### src/rtl/mode_decider_chroma8x8.sv
// Chroma 8x8 intra mode decider: sums Cb+Cr SAD triplets per mode and picks the cheapest (DC/H/V).
// Optional CHROMA_MODE_BIAS_EN adds NON_DC_BIAS to the H and V costs before comparison.
module mode_decider_chroma8x8 #(
  parameter int SAD_W       = 8,
  parameter int COST_W      = SAD_W + 1,
  parameter int MB_IDX_W    = 16,
  parameter int NON_DC_BIAS = 4
) (
  input  logic                clk,
  input  logic                reset,
  input  logic                in_valid,
  output logic                in_ready,
  input  logic                in_is_cr,
  input  logic [SAD_W-1:0]    sad_v,
  input  logic [SAD_W-1:0]    sad_h,
  input  logic [SAD_W-1:0]    sad_dc,
  output logic                out_valid,
  input  logic                out_ready,
  output logic [1:0]          best_mode,
  output logic [COST_W-1:0]   best_cost,
  output logic [MB_IDX_W-1:0] mb_idx,
  output logic                order_err
);

  localparam logic [1:0] MODE_DC = 2'd0;
  localparam logic [1:0] MODE_H  = 2'd1;
  localparam logic [1:0] MODE_V  = 2'd2;
  localparam logic [COST_W-1:0] COST_MAX = '1;
`ifdef CHROMA_MODE_BIAS_EN
  localparam bit BIAS_ON = 1'b1;
`else
  localparam bit BIAS_ON = 1'b0;
`endif
  localparam logic [COST_W-1:0] BIAS = BIAS_ON ? COST_W'(NON_DC_BIAS) : '0;

  typedef enum logic [1:0] {WAIT_CB, WAIT_CR, DECIDE, HOLD} state_t;

  state_t state, state_nxt;
  logic   load_cb, add_cr, set_err, do_decide, accept;
  logic [COST_W-1:0] acc_v, acc_h, acc_dc;
  logic [COST_W-1:0] ext_v, ext_h, ext_dc;
  logic [COST_W-1:0] cost_v, cost_h, cost_dc, cost_sel;
  logic [1:0]        mode_sel;

  function automatic logic [COST_W-1:0] sat_add(input logic [COST_W-1:0] a,
                                                input logic [COST_W-1:0] b);
    logic [COST_W:0] s;
    s = {1'b0, a} + {1'b0, b};
    return s[COST_W] ? COST_MAX : s[COST_W-1:0];
  endfunction

  assign ext_v  = {{(COST_W-SAD_W){1'b0}}, sad_v};
  assign ext_h  = {{(COST_W-SAD_W){1'b0}}, sad_h};
  assign ext_dc = {{(COST_W-SAD_W){1'b0}}, sad_dc};

  // DC is never biased; the bias is zero unless the feature is enabled.
  assign cost_dc = acc_dc;
  assign cost_h  = sat_add(acc_h, BIAS);
  assign cost_v  = sat_add(acc_v, BIAS);

  // Earlier mode keeps the win on ties: only a strictly lower cost displaces it.
  always_comb begin
    mode_sel = MODE_DC;
    cost_sel = cost_dc;
    if (cost_h < cost_sel) begin
      mode_sel = MODE_H;
      cost_sel = cost_h;
    end
    if (cost_v < cost_sel) begin
      mode_sel = MODE_V;
      cost_sel = cost_v;
    end
  end

  always_comb begin
    state_nxt = state;
    in_ready  = 1'b0;
    load_cb   = 1'b0;
    add_cr    = 1'b0;
    set_err   = 1'b0;
    do_decide = 1'b0;
    accept    = 1'b0;
    case (state)
      WAIT_CB: begin
        in_ready = 1'b1;
        if (in_valid) begin
          if (!in_is_cr) begin
            load_cb   = 1'b1;
            state_nxt = WAIT_CR;
          end else begin
            set_err = 1'b1;
          end
        end
      end
      WAIT_CR: begin
        in_ready = 1'b1;
        if (in_valid) begin
          if (in_is_cr) begin
            add_cr    = 1'b1;
            state_nxt = DECIDE;
          end else begin
            // A second Cb restarts the macroblock with the new plane.
            set_err = 1'b1;
            load_cb = 1'b1;
          end
        end
      end
      DECIDE: begin
        do_decide = 1'b1;
        state_nxt = HOLD;
      end
      HOLD: begin
        if (out_valid && out_ready) begin
          accept    = 1'b1;
          state_nxt = WAIT_CB;
        end
      end
      default: state_nxt = WAIT_CB;
    endcase
  end

  always_ff @(posedge clk) begin
    if (reset) begin
      state     <= WAIT_CB;
      acc_v     <= '0;
      acc_h     <= '0;
      acc_dc    <= '0;
      out_valid <= 1'b0;
      best_mode <= MODE_DC;
      best_cost <= '0;
      mb_idx    <= '0;
      order_err <= 1'b0;
    end else begin
      state <= state_nxt;
      if (load_cb) begin
        acc_v  <= ext_v;
        acc_h  <= ext_h;
        acc_dc <= ext_dc;
      end else if (add_cr) begin
        acc_v  <= sat_add(acc_v, ext_v);
        acc_h  <= sat_add(acc_h, ext_h);
        acc_dc <= sat_add(acc_dc, ext_dc);
      end else if (accept) begin
        acc_v  <= '0;
        acc_h  <= '0;
        acc_dc <= '0;
      end
      if (do_decide) begin
        best_mode <= mode_sel;
        best_cost <= cost_sel;
        out_valid <= 1'b1;
      end else if (accept) begin
        out_valid <= 1'b0;
        mb_idx    <= mb_idx + MB_IDX_W'(1);
      end
      if (set_err) order_err <= 1'b1;
    end
  end

endmodule

### config.mk
export PLATFORM = sky130hd
export DESIGN_NAME = mode_decider_chroma8x8
export DESIGN_NICKNAME = d
export VERILOG_FILES = /design/src/rtl/mode_decider_chroma8x8.sv
export SDC_FILE = /design/constraint.sdc
export NUM_CORES = 1
export LEC_CHECK = 0
export ABC_AREA = 1
export ABC_CLOCK_PERIOD_IN_PS = 3020
export CAP_MARGIN = 20
export CORE_MARGIN = 2
export CORE_UTILIZATION = 50
export CTS_CLUSTER_DIAMETER = 30
export CTS_CLUSTER_SIZE = 12
export DETAILED_ROUTE_END_ITERATION = 8
export GPL_TIMING_DRIVEN = 0
export PLACE_DENSITY = 0.74
export REMOVE_ABC_BUFFERS = 1
export SLEW_MARGIN = 20
export SYNTH_ARGS = -nofsm -noshare
export SYNTH_HDL_FRONTEND = slang
export SYNTH_SLANG_ARGS = --single-unit
### constraint.sdc
create_clock -name clk -period 3.02 [get_ports clk]
set_clock_uncertainty 0.15 [all_clocks]
set_input_delay 0.302 -clock clk [delete_from_list [all_inputs] [get_ports clk]]
set_output_delay 0.302 -clock clk [all_outputs]
set_load 0.03 [all_outputs]
==> qor.log <==
qor: run_status.run_status finished, violations left
qor: run_status.failed_checks setup timing
qor: setup_path.critical-path-top-delay-family simple AND/OR/NAND/NOR gates
qor: setup_path.worstPathCellList inv_2, ha_4, nand2_1, nand2_1, a21oi_4, nand3_4, nand2_4, o21ai_4, ha_4, nand2_2, inv_1, nand3_2, nor3_4, nand2_4, nand2_8, nand2_1, nand3_1, a21oi_2
qor: floorplan.site_row_count 33
qor: layout.n_fill_cell 666
qor: pwr.power_leakage 0.00238 uW
qor: cts.tritoncts built
qor: yosys.dominantRegCellSynth sky130_fd_sc_hd__dfxtp_1
qor: placed_design.post-dp-hpwl 7680 um
qor: hold_path.worst_case_hold_path_end_point acc_dc[1]
qor: pwr.ir_drop 0.505 mV
qor: hold_path.hold-path-cell-count 2
qor: timing.finalHoldViolations 0
qor: setup_path.end_kind register
qor: setup_path.timing.rr.end best_cost[1]
qor: timing.timing.hold.ws 0.232 ns
qor: cts.cts-buffers-inserted 9
qor: detailed_routing.routed_wirelength 12200 um
qor: cts.cts.reportedPaths.clkPinSlew 0.08 ns
qor: yosys.synthMostInstantiatedCell sky130_fd_sc_hd__nand2_1
qor: yosys.post_syn_instances 593
qor: cts.clkLatencyLatePin 0.36 ns
qor: layout.sequential_cell_area 0.00119 mm2
qor: setup_path.r2r_slack -0.09 ns
qor: timing.finalMaxSlewViolations 0
qor: detailed_routing.vias_per_cell 5.66
qor: setup_path.cp-start-kind register
qor: cts.clock_tree.root_cell sky130_fd_sc_hd__clkbuf_8
qor: placed_design.portBuffers 58
qor: timing.fmax 0.322 GHz
qor: layout.multi_input_area 0.00309 mm2
qor: timing.transition_time_at_the_pin_with_the_least_slew_margin 0.875 ns
qor: hold_path.hp-start reset
qor: global_route.grt_max_degree 29
qor: yosys.yosysUniqueCellTypes 40
qor: global_route.overflow 0
qor: placed_design.gp_congestion 0.901
qor: detailed_routing.antenna_left 0
qor: floorplan.die_width 95.7 um
qor: yosys.synth.top_cell.area_share 0.276
qor: pwr.power-per-cell-area 882 mW/mm2
qor: layout.insertedDiodeCount 0
qor: pwr.pwr-share-seq 0.200
qor: setup_path.timing.rr.start acc_dc[8]
qor: cts.clock_path_buffers 2
qor: run.number_of_maximum_capacitance_violations 0
qor: timing.final-setup-viol-count 11
qor: yosys.synth_edf_count 0
qor: layout.syn_to_final_growth 35.5%
qor: yosys.yosys_warnings 0
qor: yosys.synth_common_cells 122 x sky130_fd_sc_hd__nand2_1, 84 x sky130_fd_sc_hd__inv_1, 60 x sky130_fd_sc_hd__a21oi_1, 58 x sky130_fd_sc_hd__dfxtp_1, 48 x sky130_fd_sc_hd__o21ai_0
qor: global_route.grt_util_all_layers 0.241
qor: layout.post_route_cells_drive_above_1_share 0.188
qor: timing.period_needed 3.11 ns
qor: global_route.grt_pass1_wl 17300 um
qor: detailed_routing.routed_wirelength_normalized_by_instance_count 15.7 um
qor: setup_path.worstSetupPathType register to register
qor: detailed_routing.detail_route.first_pass.iterations 5
qor: pwr.cellInternalPower 2600 uW
qor: setup_path.timing.critical_path.slowest_cell_delay 0.35 ns
qor: detailed_routing.drt_first_iter_violations 217
qor: setup_path.critical_path_arrival 3.19 ns
qor: yosys.synth-seq-area-share 0.276
qor: global_route.grt_antenna_before_repair 0
qor: floorplan.dieHeight 95.7 um
qor: pwr.power.share.combinational 0.660
qor: yosys.synth.top_cells.by_area sky130_fd_sc_hd__dfxtp_1 28%, sky130_fd_sc_hd__ha_1 13%, sky130_fd_sc_hd__nand2_1 11%, sky130_fd_sc_hd__inv_1 7.5%, sky130_fd_sc_hd__a21oi_1 7.1%
qor: cts.cts.htree.levels 3
qor: setup_path.worstRegToRegCells 18
qor: yosys.number_of_register_bits_inferred_by_synthesis 58
qor: detailed_routing.num_vias 4384
qor: detailed_routing.drc_errors 0
qor: pwr.switching_fraction_of_total_power 0.483
qor: timing.finalCritPeriodShare 1.03
qor: yosys.synthesis.area 0.00420 mm2
qor: hold_path.hold_class input pin to register
qor: pwr.clock_share_of_power 0.141
qor: floorplan.start_util 0.514
qor: setup_path.worstPathRequired 3.11 ns
qor: setup_path.critical_path_buf_inv_count 2
qor: cts.postCtsHoldBufs 0
qor: cts.clkSinkCount 58
qor: setup_path.cpMostUsedCell sky130_fd_sc_hd__nand2_1
qor: setup_path.critical_path.slowest_cell sky130_fd_sc_hd__dfxtp_4
qor: floorplan.floorplan_core_area 0.00818 mm2
qor: yosys.async_reset_ff_frac 0
qor: pwr.report.power.total 5020 uW
qor: yosys.netlist.top_cell.by_area sky130_fd_sc_hd__dfxtp_1
qor: global_route.number_of_global_route_vias_before_repair 3892
qor: floorplan.die_footprint 0.00915 mm2
qor: pwr.switchingPower 2420 uW
qor: timing.setup_ws -0.0863 ns
qor: setup_path.critical_path_peak_fanout 6
qor: timing.setup_total_negative_slack -0.585 ns
qor: layout.layout.nets 743
qor: yosys.syn_area_per_cell 7.09 um2
qor: floorplan.boundaryPins 59
qor: timing.maxSlewHeadroom 0.416
[cells in the final DEF (no fill, tap or decap), types with 11 or more instances in the layout]
| master | instances |
|---|---|
| sky130_fd_sc_hd__a21oi_1 | 53 |
| sky130_fd_sc_hd__a22oi_1 | 19 |
| sky130_fd_sc_hd__clkdlybuf4s50_1 | 57 |
| sky130_fd_sc_hd__dfxtp_1 | 43 |
| sky130_fd_sc_hd__dfxtp_2 | 12 |
| sky130_fd_sc_hd__ha_1 | 33 |
| sky130_fd_sc_hd__ha_4 | 12 |
| sky130_fd_sc_hd__inv_1 | 79 |
| sky130_fd_sc_hd__nand2_1 | 111 |
| sky130_fd_sc_hd__nand2_2 | 11 |
| sky130_fd_sc_hd__nand3_1 | 27 |
| sky130_fd_sc_hd__nor2_1 | 22 |
| sky130_fd_sc_hd__o21ai_0 | 38 |
| sky130_fd_sc_hd__xor2_1 | 15 |
[per-layer routing]
metal  up-vias  global-route usage  part of all wire
met3        27              0.0498             0.053
met1      2042               0.309              0.43
met2       160               0.409              0.49
met4         0              0.0679             0.023
met5         -                   0                 0
li1       2155                   -                 -
[how the worst max path moves through the flow]
| stage | endpoint | from | cells past startpoint | slack (ns) |
|---|---|---|---|---|
| 3_5_place_dp | best_cost[2] | acc_dc[8] | 15 | -0.47 |
| 2_1_floorplan | best_cost[1] | acc_dc[8] | 15 | 0.13 |
| 3_3_place_gp | acc_v[1] | in_valid | 6 | -1.82 |
| 4_1_cts | best_cost[4] | acc_dc[8] | 16 | 0.004 |
| 5_1_grt | best_cost[3] | acc_dc[8] | 17 | -0.18 |
| 6_report | best_cost[1] | acc_dc[8] | 18 | -0.09 |
[power groups by stage]
stage          registers [uW]  clock network, uW  logic (uW)
2_1_floorplan            1060                  0        1360
6_report                 1000                706        3310
4_1_cts                   980                708        2190
3_3_place_gp              988                  0        1910
5_1_grt                  1020                747        3560
3_5_place_dp              993                  0        2000
[through the flow]
step	utilization	std cells	setup WS (ns)	area, um2
6_report	0.697	775	-0.0863	5690
5_1_grt	0.697	775	-0.181	5690
4_1_cts	0.631	762	0.00379	5160
3_5_place_dp	0.601	743	-0.472	4920
3_3_place_gp	0.591	740	-1.82	4830
2_1_floorplan	-	577	0.129	4120
[timing repair]
action	in CTS	in global routing
setup buffers	3	10
gates resized for setup	17	86
pin swaps	2	16
setup endpoints to repair	11	11
cloned	1	3
[logic make-up (layout without fill, tap and decap cells)]
kind of cell             after synthesis  in the layout  share of synthesized area
buffers and inverters                101            174                     0.0956
AND/OR/NAND/NOR                      216            220                      0.237
adder cells (fa/ha/maj)               48             48                      0.148
flip-flops                            58             58                      0.276
XOR/XNOR                              21             21                     0.0438
AO/OA/AOI/OAI                        149            149                      0.199
[state kept, by name (all words and copies together), names as in the netlist]
name	cells
mb_idx	16
acc_dc	9
acc_h	9
acc_v	9
best_cost	9
best_mode	2
state	2
order_err	1
out_valid	1
[layout make-up]
| type | count | share of cell area |
|---|---|---|
| clock inverters | 6 | 0.0103 |
| repair buffers | 74 | 0.138 |
| multi-input cells | 438 | 0.543 |
| clock buffers | 9 | 0.0218 |
| well taps | 105 | 0.0231 |
| inverters | 85 | 0.0560 |
| flip-flops and latches | 58 | 0.209 |
Power figures use the tool's default switching activity.
